## src/rtl/soc_bus_pkg.sv

```systemverilog
// Shared SoC bus definitions: transfer sizes, the data-bus bridge state
// encoding and the memory map region bases used by the address decoders.
package soc_bus_pkg;

    // AHB-style transfer sizes
    localparam logic [2:0] HSIZE_BYTE = 3'd0;
    localparam logic [2:0] HSIZE_HALF = 3'd1;
    localparam logic [2:0] HSIZE_WORD = 3'd2;

    // Bridge FSM states
    typedef enum logic [2:0] {
        ST_IDLE = 3'd0,
        ST_WR   = 3'd1,
        ST_RD   = 3'd2,
        ST_RDW  = 3'd3,
        ST_ERR1 = 3'd4,
        ST_ERR2 = 3'd5
    } bridge_state_t;

    // Memory map region bases
    localparam logic [31:0] MAP_RAM_BASE  = 32'h0000_0000;
    localparam logic [31:0] MAP_MMIO_BASE = 32'h0001_0000;
    localparam logic [31:0] MAP_ROM_BASE  = 32'h0002_0000;

    // True when a transfer of this size cannot be issued at this address
    function automatic logic is_misaligned(input logic [1:0] adr_lo,
                                           input logic [2:0] size);
        logic bad;
        case (size)
            HSIZE_BYTE: bad = 1'b0;
            HSIZE_HALF: bad = adr_lo[0];
            HSIZE_WORD: bad = (adr_lo != 2'b00);
            default:    bad = 1'b1;
        endcase
        return bad;
    endfunction

endpackage

```

## src/rtl/byte_lane_mask.sv

```systemverilog
// Byte-lane write-enable decode for a 32-bit memory word, plus an alignment
// check. Purely combinational; shared with the debugger access path.
module byte_lane_mask
    import soc_bus_pkg::*;
(
    input  logic [1:0] adr_lo,
    input  logic [2:0] hsize,
    output logic [3:0] wren,
    output logic       misalign
);

    // Select the byte lanes touched by the transfer
    always_comb begin
        wren     = 4'b0000;
        misalign = is_misaligned(adr_lo, hsize);
        case (hsize)
            HSIZE_BYTE: wren = 4'b0001 << adr_lo;
            HSIZE_HALF: wren = adr_lo[1] ? 4'b1100 : 4'b0011;
            HSIZE_WORD: wren = 4'b1111;
            default:    wren = 4'b0000;
        endcase
    end

endmodule

```

## src/rtl/h3_dbus_bridge.sv

```systemverilog
// Hazard3 data port (pipelined address/data phase) to simple SoC memory bus.
// The debugger owns the memory bus whenever ext_busy is high; the core side
// simply stalls its data phase until the bus is free. Reads see mem_do one
// cycle after mem_op, so a read spends one extra cycle in RDW.
module h3_dbus_bridge
    import soc_bus_pkg::*;
#(
    parameter int MEM_RD_LAT = 1,
    parameter int ADDR_W     = 32
) (
    input  logic              clk,
    input  logic              reset,
    input  logic              aph_req,
    output logic              aph_ready,
    input  logic [ADDR_W-1:0] haddr,
    input  logic [2:0]        hsize,
    input  logic              hwrite,
    input  logic [31:0]       wdata,
    output logic              dph_ready,
    output logic              dph_err,
    output logic [31:0]       rdata,
    input  logic              ext_busy,
    output logic              mem_op,
    output logic [ADDR_W-1:0] mem_adr,
    output logic [3:0]        mem_wren,
    output logic [31:0]       mem_di,
    input  logic [31:0]       mem_do
);

    // The RDW timing assumes mem_do is valid exactly one cycle after mem_op
    generate
        if (MEM_RD_LAT != 1) begin : g_bad_rd_lat
            $error("h3_dbus_bridge: only MEM_RD_LAT == 1 is supported");
        end
    endgenerate

    bridge_state_t     r_state;
    logic [ADDR_W-1:0] r_adr;
    logic [3:0]        r_wren;
    logic              r_write;

    logic              w_wr_go;
    logic              w_rd_go;
    logic              w_completing;
    logic              w_accept;
    logic [3:0]        w_lane_wren;
    logic              w_misalign;
    bridge_state_t     w_next_xfer;

    // Lane mask and alignment of the address-phase request
    byte_lane_mask u_lane (
        .adr_lo   (haddr[1:0]),
        .hsize    (hsize),
        .wren     (w_lane_wren),
        .misalign (w_misalign)
    );

    // Handshake decode: issue, completion and address-phase accept
    always_comb begin
        w_wr_go      = (r_state == ST_WR) & ~ext_busy;
        w_rd_go      = (r_state == ST_RD) & ~ext_busy;
        w_completing = w_wr_go | (r_state == ST_RDW) | (r_state == ST_ERR2);
        w_accept     = aph_req & ~reset & ((r_state == ST_IDLE) | w_completing);
        if (w_misalign) begin
            w_next_xfer = ST_ERR1;
        end else if (hwrite) begin
            w_next_xfer = ST_WR;
        end else begin
            w_next_xfer = ST_RD;
        end
    end

    // Output decode from state; address/data buses are zero unless selected
    always_comb begin
        aph_ready = w_accept;
        dph_ready = w_completing;
        dph_err   = 1'b0;
        rdata     = 32'h0000_0000;
        mem_op    = 1'b0;
        mem_adr   = {ADDR_W{1'b0}};
        mem_wren  = 4'b0000;
        mem_di    = 32'h0000_0000;
        case (r_state)
            ST_WR: begin
                if (w_wr_go) begin
                    mem_op   = 1'b1;
                    mem_adr  = r_adr;
                    mem_wren = r_write ? r_wren : 4'b0000;
                    mem_di   = wdata;
                end else begin
                    mem_op   = 1'b0;
                end
            end
            ST_RD: begin
                if (w_rd_go) begin
                    mem_op  = 1'b1;
                    mem_adr = r_adr;
                end else begin
                    mem_op  = 1'b0;
                end
            end
            ST_RDW:  rdata   = mem_do;
            ST_ERR1: dph_err = 1'b1;
            ST_ERR2: dph_err = 1'b1;
            default: dph_err = 1'b0;
        endcase
    end

    // Transfer FSM and address-phase latch
    always_ff @(posedge clk or posedge reset) begin
        if (reset) begin
            r_state <= ST_IDLE;
            r_adr   <= {ADDR_W{1'b0}};
            r_wren  <= 4'b0000;
            r_write <= 1'b0;
        end else begin
            if (w_accept) begin
                r_adr   <= haddr;
                r_wren  <= w_lane_wren;
                r_write <= hwrite;
            end else begin
                r_adr   <= r_adr;
            end
            case (r_state)
                ST_IDLE: r_state <= w_accept ? w_next_xfer : ST_IDLE;
                ST_WR: begin
                    if (!ext_busy) begin
                        r_state <= w_accept ? w_next_xfer : ST_IDLE;
                    end else begin
                        r_state <= ST_WR;
                    end
                end
                ST_RD:   r_state <= ext_busy ? ST_RD : ST_RDW;
                ST_RDW:  r_state <= w_accept ? w_next_xfer : ST_IDLE;
                ST_ERR1: r_state <= ST_ERR2;
                ST_ERR2: r_state <= w_accept ? w_next_xfer : ST_IDLE;
                default: r_state <= ST_IDLE;
            endcase
        end
    end

endmodule

```

## config.mk

```make
export PLATFORM = sky130hd
export DESIGN_NAME = h3_dbus_bridge
export DESIGN_NICKNAME = d
export VERILOG_FILES = /design/src/rtl/soc_bus_pkg.sv /design/src/rtl/byte_lane_mask.sv /design/src/rtl/h3_dbus_bridge.sv
export SDC_FILE = /design/constraint.sdc
export NUM_CORES = 1
export LEC_CHECK = 0
export ABC_AREA = 1
export BUFFER_PORTS_ARGS = -buffer_cell sky130_fd_sc_hd__buf_4
export CORE_MARGIN = 2
export CORE_UTILIZATION = 36
export CTS_BUF_LIST = sky130_fd_sc_hd__clkbuf_4
export DETAILED_ROUTE_END_ITERATION = 8
export PLACE_DENSITY = 0.74
export SYNTH_ARGS = -nofsm -noshare
export SYNTH_HDL_FRONTEND = slang
export SYNTH_SLANG_ARGS = --single-unit
```

## constraint.sdc

```tcl
create_clock -name clk -period 1.8 [get_ports clk]
set_clock_uncertainty 0.15 [all_clocks]
set_input_delay 0.27 -clock clk [delete_from_list [all_inputs] [get_ports clk]]
set_output_delay 0.27 -clock clk [all_outputs]
set_load 0.02 [all_outputs]
```

### Yosys cells after proc, flatten, opt, wreduce, memory -nomap -nowiden

Cells that the tools add are included.

| cells by class | value |
|---|---|
| eq/ne operators | 7 |
| bitwise gates (word level) | 9 |
| shifts and indexed selects | 1 |
| multiplexer cells | 22 |
| reduce and logical (&&, ||, !) cells | 5 |

Operators with widths:

| kind | count |
|---|---|
| 32-bit two-way mux | 5 |
| 32-bit one-hot mux with 2 select lines | 1 |
| 4-bit two-way mux | 4 |
| 3-bit one-hot mux with 4 select lines | 1 |
| 4-bit one-hot mux with 3 select lines | 1 |
| 3-bit by 2-bit equality test with 1-bit output (second input constant) | 3 |
| 3-bit two-way mux | 3 |
| 3-bit by 1-bit equality test with 1-bit output (second input constant) | 2 |
| 3-bit equality test (second input constant) | 2 |
| 3-bit zero test | 2 |
| 1-bit bitwise AND | 4 |
| 1-bit two-way mux | 4 |
| 1-bit by 2-bit << shifter with 4-bit output (first input constant) | 1 |
| 1-bit bitwise OR | 3 |
| 1-bit one-hot mux with 3 select lines | 1 |
| 3-bit OR reduction | 1 |
| 2-bit two-way mux | 1 |
| 1-bit NOT | 2 |
| 1-bit one-hot mux with 2 select lines | 1 |
| 2-bit nonzero test | 1 |
| 2-bit OR reduction | 1 |

| word-level totals | value |
|---|---|
| register bits | 40 |
| input bits | 104 |

### Logic depth before layout (Yosys ltp)

Gate-level depths: netlist of the first run.

| logic depth | value |
|---|---|
| depth in word-level cells | 9 |
| mapped depth | 10 |
| depth with buffers taken out | 9 |

### Modules after synthesis

From an unflattened synthesis of the first run, not the netlist that was laid out.

| unflattened totals | value |
|---|---|
| cell total of the unflattened synthesis | 401 |
| area total of the unflattened synthesis | 2667.6 um^2 |

Modules (own cells, without submodules):

| module | cells an instance | area each (um^2) | seq. area each (um^2) | times used |
|---|---|---|---|---|
| h3_dbus_bridge | 375 | 2547.4 | 1001.0 | 1 |
| byte_lane_mask | 26 | 120.1 | 0.0 | 1 |

### Least setup slack after synthesis of the first run

OpenSTA, ideal clock, no wires.

| timing | value |
|---|---|
| kind | flip-flop to output port |
| start | register r_state[1] |
| end | output port mem_adr[0] |
| stages on the path, launching flop included | 8 |
| setup slack | -81 ps |
| buffers on the path | 1 |
| data required time | 1380 ps |
| arrival time | 1461 ps |
| cell sequence | dfrtp_1 inv_2 nor2_1 nand3_1 nand2_1 inv_1 buf_2 nor2_1 |

| on the way | value |
|---|---|
| longest elaborated chain between the ends | 4 |
| elaborated cells on any way between the ends | 7 |
| those cells by class | eq/ne: 2; mux: 3; bitwise: 2 |

Ends and longest elaborated chain:

| item | line | source |
|---|---|---|
| from (decl) | h3_dbus_bridge.sv:37 | `bridge_state_t r_state;` |
| from (signal assigned) | h3_dbus_bridge.sv:125 | `ST_IDLE: r_state <= w_accept ? w_next_xfer : ST_IDLE;` |
| from (signal assigned) | h3_dbus_bridge.sv:128 | `r_state <= w_accept ? w_next_xfer : ST_IDLE;` |
| from (signal assigned) | h3_dbus_bridge.sv:133 | `ST_RD: r_state <= ext_busy ? ST_RD : ST_RDW;` |
| 3-bit by 2-bit equality test with 1-bit output or 3-bit by 1-bit equality test with 1-bit output (tied branches) | h3_dbus_bridge.sv:61, h3_dbus_bridge.sv:83, h3_dbus_bridge.sv:60 |  |
| 1-bit bitwise AND (on tied branches) | h3_dbus_bridge.sv:61, h3_dbus_bridge.sv:60 |  |
| 32-bit two-way mux (on tied branches) | h3_dbus_bridge.sv:95, h3_dbus_bridge.sv:85 |  |
| 32-bit one-hot mux with 2 select lines (*) | h3_dbus_bridge.sv:83 | `case (r_state)` |
| to (decl) | h3_dbus_bridge.sv:24 | `output logic [ADDR_W-1:0] mem_adr,` |

Mark *: on every way between the ends. The rest lies on a longest branch, timed or not.

### Final worst setup path of the first run

| timing | value |
|---|---|
| start | register r_state[1] |
| end | output port mem_adr[31] |

The elaborated chain is that of the path after synthesis.

==> results of run 1 <==
layout make-up:
type                            instances  area (sq um)  area share [%]
Timing Repair Buffer                  267          2490            44.2
Inverter                              112           430            7.64
Sequential cell                        40          1000            17.8
Tap cell                               99           124            2.20
Clock inverter                          3          42.5           0.755
Clock buffer                            5          37.5           0.666
Multi-Input combinational cell        224          1500            26.7
cell usage after synthesis, types with 2 or more instances:
master and count:
nor2_1 107, nand3_1 8, clkbuf_1 6, inv_2 2
o21ai_2 35, inv_1 109, buf_6 7, nand2_1 55
buf_2 3, dfrtp_1 40, o21ai_0 9, a21oi_1 2
sequential cells by signal (all words and copies together), names as in the netlist:
name     count
r_adr       32
r_wren       4
r_state      3
r_write      1
power groups by stage:
stage	Clock [mW]	Sequential, mW	Combinational [mW]
2_1_floorplan	0	1.43	1.64
3_3_place_gp	0	1.46	2.41
3_5_place_dp	0	1.47	2.45
4_1_cts	0.620	1.46	2.75
5_1_grt	0.668	1.51	3.61
6_report	0.608	1.47	3.35
per-layer routing:
layer	part of all wire, %	global-route usage, %	up-vias
li1	-	-	1643
met1	35	24.7	1645
met2	56	37.5	165
met3	7.2	4.25	32
met4	2.2	3.66	0
met5	0	0	-
metrics by stage:
| stage | total power, mW | setup WS [ns] | std cells | instance area (sq um) | util (%) |
|---|---|---|---|---|---|
| after CTS | 4.83 | -0.245 | 738 | 4880 | 68.0 |
| after detailed placement | 3.93 | 0.0182 | 691 | 4290 | 59.8 |
| after global placement | 3.87 | 0.111 | 691 | 4290 | 59.8 |
| after floorplan | 3.08 | -0.0814 | 392 | 2630 | - |
| after global routing | 5.78 | -0.423 | 750 | 5630 | 78.5 |
| final | 5.43 | -0.326 | 750 | 5630 | 78.5 |
logic make-up (layout without fill, tap and decap cells):
family | after synthesis | in the layout
compound gates | 47 | 47
simple gates | 177 | 177
buf+inv | 128 | 387
flops | 40 | 40
layout by cell type (no fill, tap or decap), drive strengths merged:
cell	n
clkbuf	9
nor2	108
bufinv	1
o21ai	44
nand2	57
dfrtp	40
dlygate4sd3	32
clkinv	2
o31ai	1
a21oi	2
inv	112
buf	231
nand4	1
nor3	1
nand3	10
timing repair:
action                                 CTS  global route
pin swaps                                2             3
hold buffers                            32             0
gates resized for setup                 38           161
buffers inserted                         6             6
endpoints found under the hold margin   72             0
setup endpoints to repair              101           106
cloned                                   1             6
how the worst max path moves through the flow:
stage / cells after the start / startpoint / endpoint
final: 8 / r_state[1] / mem_adr[31]
after detailed placement: 8 / r_state[1] / mem_adr[8]
after floorplan: 7 / r_state[1] / mem_adr[0]
after global routing: 8 / r_state[1] / mem_adr[22]
after CTS: 8 / r_state[1] / mem_adr[3]
after global placement: 8 / r_state[1] / mem_adr[15]
critical path, stage by stage (launching register included):
cell and delay [ns]:
dfrtp_1 0.47, inv_2 0.09, nor2_4 0.12, nand3_2 0.09, nand2_2 0.11, inv_4 0.07, buf_12 0.16, nor2_1 0.10
buf_4 0.15
==> results.json, run 1 <==
{
  "hpwlAfterDp_um": 6570,
  "cellInternalPower_mw": 3.07,
  "startpoint_of_the_worst_hold_path": "haddr[1]",
  "timing.final.max_slew_violations": 0,
  "synthesis.yosys.warnings": 0,
  "initial_cell_density_of_the_core_pct": 36.6,
  "dr.first_iter.drc_count": 115,
  "vias": 3485,
  "post-synth-top-area-cell": "dfrtp_1",
  "timing.hold.worst_endpoint": "r_adr[1]",
  "buffer_ports.inserted": 207,
  "r2r-start": "r_state[0]",
  "grt_first_pass_wirelength_um": 12700,
  "rr_worst_depth": 10,
  "setup_repair_after_global_routing_missed_its_margin": "true",
  "post_synth_mux_area_share_pct": 0,
  "num-fill-cells": 452,
  "total_switching_power_mw": 2.36,
  "post-route-min-period_ns": 2.13,
  "synth-xor-area-share_pct": 0,
  "remaining_drc_errors": 0,
  "syn_avg_cell_area_sq_um": 6.70,
  "status": "finished with violations",
  "critPathCaptureType": "output pin",
  "core_area_sq_mm": 0.00718,
  "maxCapViolations": 0,
  "hold-path-cell-count": 3,
  "syn_to_final_growth_pct": 114,
  "power.density_cell_area_mw_per_mm2": 964,
  "tritoncts.num_buffers": 5,
  "dominant_combinational_cell_family_by_area_after_synthesis": "simple AND/OR/NAND/NOR gates",
  "cts_root_buffer": "clkbuf_4",
  "slew_headroom_pct": 65.3,
  "detail_route.wl_per_cell_um": 15.2,
  "grt_start_max_net_pins": 41,
  "clk_pin_slew_worst_paths_ns": 0.13,
  "startpoint_kind_of_the_worst_setup_timing_path": "flop",
  "min_path_type": "primary input to flop",
  "combinationalPowerShare_pct": 61.7,
  "syn_area_sq_mm": 0.00263,
  "ios": 208,
  "worst-slew-pin-transition_ns": 0.521,
  "htree_num_levels": 2,
  "seqPwrFrac_pct": 27.1,
  "floorplan.die_area_sq_mm": 0.00800,
  "clk-insertion-delay-late_ns": 0.34,
  "timing.final.ws_setup_ns": -0.326,
  "die_width_um": 89.4,
  "worst_ir_drop_vdd_v": 0.000628,
  "worst_ep_required_time_ns": 1.38,
  "final_antenna_net_count": 0,
  "setup_viol_count_final": 104,
  "share_of_final_layout_standard_cells_stronger_than_drive_strength_1_pct": 55.9,
  "grt_pass1_vias": 2744,
  "yosys_register_bits": 40,
  "yosysSeqAreaShare_pct": 38.1,
  "grt.overflow.total": 0,
  "gp_congestion": 0.811,
  "synth-compound-area-share_pct": 14.0,
  "avgViaCountPerCell": 4.65,
  "cts_max_path_buffers": 2,
  "totalNegativeSetupSlack_ns": -26.51,
  "critical_path_class": "flop to output pin",
  "whs_ns": 0.102,
  "share_of_async_settable_or_async_resettable_flops_after_synthesis_pct": 100,
  "dominantRegCellSynth": "dfrtp_1",
  "synthesis.instances": 392,
  "part_of_the_cycle_the_worst_path_needs_pct": 118,
  "path_max_fanout": 14,
  "first_pass_iters": 5,
  "yosys.cell_types.count": 21,
  "yosys.area_share.simple_pct": 27.2,
  "max_freq_ghz": 0.470,
  "grt_util_all_layers_pct": 20.4,
  "yosys.area_share.adder_pct": 0,
  "power_leakage_nw": 3.00,
  "power.share.switching_pct": 43.5,
  "number_of_enable_type_register_cells_in_the_synthesized_netlist": 0,
  "cts_tree": "built",
  "post_synth_main_area_contributors": "dfrtp_1 (38%), inv_1 (16%), nor2_1 (15%)",
  "drt_wl_total_um": 11400,
  "num_antenna_cells": 0,
  "fin_nets": 754,
  "regToRegSetupSlack_ns": 0.01,
  "worstReg2RegEnd": "r_state[0]",
  "crit_arrival_ns": 1.71,
  "antenna_found_initial": 0,
  "mappedNetlistNets": 496,
  "rows": 31,
  "share_clk_of_total_power_pct": 11.2,
  "floorplan.die.height_um": 89.4,
  "cts.sinks": 40,
  "proportion_of_netlist_area_held_by_the_largest_area_contributor_pct": 38.1,
  "violations_in_the_final_reports": "setup timing",
  "final-hold-violation-count": 0
}
No activity file was read; power rests on OpenSTA's default activity.
==> inputs of run 2 (changes only) <==
ABC_AREA = not set   (was 1)
PLACE_DENSITY = 0.77   (was 0.74)
==> run 2 against run 1 <==
Against the previous run:
- the flow still finishes with violations (setup timing)
- design area down 13%
- register-to-register slack worse by 0.13 ns
- combinational power down 30%
- global-route usage up 2.3 points
- largest cell class unchanged
- largest power group unchanged
==> results.json, run 2 <==
{
  "status": "finished with violations",
  "violations_in_the_final_reports": "setup timing",
  "power.density_cell_area_mw_per_mm2": 893,
  "grt_start_max_net_pins": 37,
  "slew_headroom_pct": 81.0,
  "cts_root_buffer": "clkbuf_4",
  "critPathCaptureType": "output pin",
  "antenna_found_initial": 0,
  "post_synth_mux_area_share_pct": 17.7,
  "core_area_sq_mm": 0.00635,
  "report.power.total_mw": 4.36,
  "setup_viol_count_final": 128,
  "post-synth-top-count-cell": "and2_1",
  "synthesis.yosys.warnings": 0,
  "share_of_final_layout_standard_cells_stronger_than_drive_strength_1_pct": 53.6,
  "syn_to_final_growth_pct": 107,
  "regToRegSetupSlack_ns": -0.12,
  "maxCapViolations": 0,
  "cts_tree": "built",
  "synth-compound-area-share_pct": 4.09,
  "rr_worst_depth": 7,
  "critical_path_class": "flop to output pin",
  "worst_ir_drop_vdd_v": 0.000891,
  "number_of_enable_type_register_cells_in_the_synthesized_netlist": 0,
  "initial_cell_density_of_the_core_pct": 37.1,
  "clk-insertion-delay-late_ns": 0.35,
  "hold-path-cell-count": 2,
  "cts.sinks": 40,
  "syn_area_sq_mm": 0.00236,
  "layout.core_utilization_pct": 77.0,
  "post_synth_most_frequent_cells": "and2_1 (96), dfrtp_1 (40), mux2_1 (37)",
  "grt_pass1_vias": 2684,
  "final_common_cell": "buf_4",
  "max_freq_ghz": 0.467,
  "min_path_type": "primary input to flop",
  "final-hold-violation-count": 0,
  "timing.final.max_slew_violations": 0,
  "part_of_the_cycle_the_worst_path_needs_pct": 119,
  "stages_on_worst_setup_path": 6,
  "grt.overflow.total": 0,
  "avgViaCountPerCell": 4.74,
  "detail_route.wl_per_cell_um": 15.9,
  "gp_congestion": 0.804,
  "vias": 2653,
  "proportion_of_netlist_area_held_by_the_largest_area_contributor_pct": 42.5,
  "detailedPlace.worstSlack_ns": 0.0274,
  "layout.cells.most_common_list": "buf_4 (160), and2_1 (85), buf_6 (57), dfrtp_1 (38)",
  "critical_path.max_stage_delay_ns": 0.44,
  "worst_ep_required_time_ns": 1.38,
  "floorplan.die.height_um": 84.9,
  "drt_wl_total_um": 8890,
  "final_antenna_net_count": 0,
  "remaining_drc_errors": 0,
  "dominantRegCellSynth": "dfrtp_1",
  "r2r-start": "r_state[2]",
  "htree_num_levels": 2,
  "grt_util_all_layers_pct": 22.7,
  "first_pass_iters": 4,
  "synth-xor-area-share_pct": 0.372,
  "startpoint_kind_of_the_worst_setup_timing_path": "flop",
  "totalNegativeSetupSlack_ns": -29.11,
  "timing.final.ws_setup_ns": -0.339,
  "max_flop_register": "r_adr",
  "clk_pin_slew_worst_paths_ns": 0.12,
  "crit_arrival_ns": 1.72,
  "yosys.area_share.adder_pct": 0,
  "power_leakage_nw": 2.50,
  "synthesis.instances": 231,
  "top_regs": "r_adr: 32 flops, r_wren: 4 flops, r_state: 3 flops",
  "timing.critical_path.slowest_stage_cell": "dfrtp_1",
  "share_of_async_settable_or_async_resettable_flops_after_synthesis_pct": 100,
  "yosys.area_share.simple_pct": 31.9,
  "die_width_um": 84.9,
  "yosysSeqAreaShare_pct": 42.5,
  "finish.cell_count_without_fillers": 560,
  "startpoint_of_the_worst_hold_path": "haddr[1]",
  "buffer_ports.inserted": 207,
  "setup_repair_after_global_routing_missed_its_margin": "true",
  "rows": 29,
  "mappedNetlistNets": 335,
  "yosys_register_bits": 40,
  "yosys.cell_types.count": 28,
  "largest_register_ff_count": 32,
  "path_max_fanout": 8,
  "post-synth-top-area-cell": "dfrtp_1",
  "worst-slew-pin-transition_ns": 0.284,
  "post_synth_main_area_contributors": "dfrtp_1 (42%), and2_1 (25%), mux2_1 (18%)",
  "cts_max_path_buffers": 2,
  "timing.hold.worst_endpoint": "r_adr[1]",
  "dr.first_iter.drc_count": 76,
  "tritoncts.num_buffers": 5,
  "worst-path-buf-inv": 4,
  "syn_avg_cell_area_sq_um": 10.2,
  "ios": 208,
  "critPathMostFrequentCell": "buf_6",
  "fin_nets": 587,
  "hpwlAfterDp_um": 5820,
  "num_antenna_cells": 0,
  "cp_cell_sequence": "buf_4 -> nor3b_4 -> buf_6 -> clkbuf_16 -> and2_1 -> buf_6",
  "floorplan.die_area_sq_mm": 0.00721,
  "placed_cell_count": 511,
  "dominant_combinational_cell_family_by_area_after_synthesis": "simple AND/OR/NAND/NOR gates",
  "grt_first_pass_wirelength_um": 13000,
  "post-route-min-period_ns": 2.14,
  "worstReg2RegEnd": "r_write",
  "critical_path.top_delay_family": "buffers and inverters"
}
==> run 2: changes by cell type in the layout (fill, tap and decap cells not counted), sizes merged, moves of 2 or more <==
cell and delta:
and2 +96, nand2b +2, nand2 -55, mux2 +37, inv -107, nand3 -9, nor2 -103, nor2b +4
nor3 +2, a21oi +4, and3 +4, buf -8, nor3b +2, o21ai -42
==> run 2: kinds of logic after synthesis <==
family | count (synthesis)
and+or+nand+nor | 120
muxes | 37
DFF | 40
xor gates and xnor gates | 1
buffers and inverters | 19
AOI/OAI and AO/OA | 14
==> run 2: worst max-delay path by stage <==
stage / start / to
2_1_floorplan: r_state[1] / mem_adr[0]
3_3_place_gp: r_state[2] / r_adr[9]
3_5_place_dp: r_state[2] / r_adr[29]
4_1_cts: r_state[2] / rdata[16]
5_1_grt: r_state[2] / rdata[20]
6_report: r_state[2] / rdata[20]
==> run 2: per-layer routing <==
| metal | wire length [um] | vias up | track usage, % |
|---|---|---|---|
| met1 | 3170 | 1254 | 24.6 |
| li1 | - | 1255 | - |
| met2 | 4790 | 117 | 41.3 |
| met4 | 280 | 0 | 9.24 |
| met5 | 0 | - | 0 |
| met3 | 649 | 27 | 6.81 |
==> run 2: layout make-up <==
class	count	area, sq um
clock buffer	6	45.0
clock inverter	1	5.00
tap	77	96.3
fill	442	1460
multi-input combinational	172	1350
sequential	40	1000
timing repair buffer	259	2370
inverter	5	18.8
==> run 2: where the power goes <==
part / leakage (nW) / internal, mW / switching [mW]
registers: 0.476 / 1.34 / 0.238
clock network: 0.0315 / 0.159 / 0.293
logic: 2.00 / 1.27 / 1.06
total: 2.50 / 2.77 / 1.59
==> run 2: worst register-to-register path, delay by kind of cell (launching register included) <==
family	cells	cell delay (ns)
DFF	1	0.44
buffers and inverters	3	0.43
muxes	1	0.32
and+or+nand+nor	3	0.47
==> run 2: what timing repair did <==
action                                  4_1_cts  5_1_grt
hold endpoints to repair                     71        0
cloned                                        0        4
hold buffers                                 33        0
setup buffers                                 3        4
endpoints found under the setup margin      104      142
resized for setup                            53       29
pin swaps                                     1        2
==> run 2: through the flow <==
| step | instance area, sq um | hold slack [ns] |
|---|---|---|
| floorplan | 2360 | 0.217 |
| global placement | 4090 | 0.193 |
| detailed placement | 4090 | 0.196 |
| CTS | 4680 | 0.0125 |
| global route | 4890 | 0.0116 |
| finish | 4890 | 0.0282 |
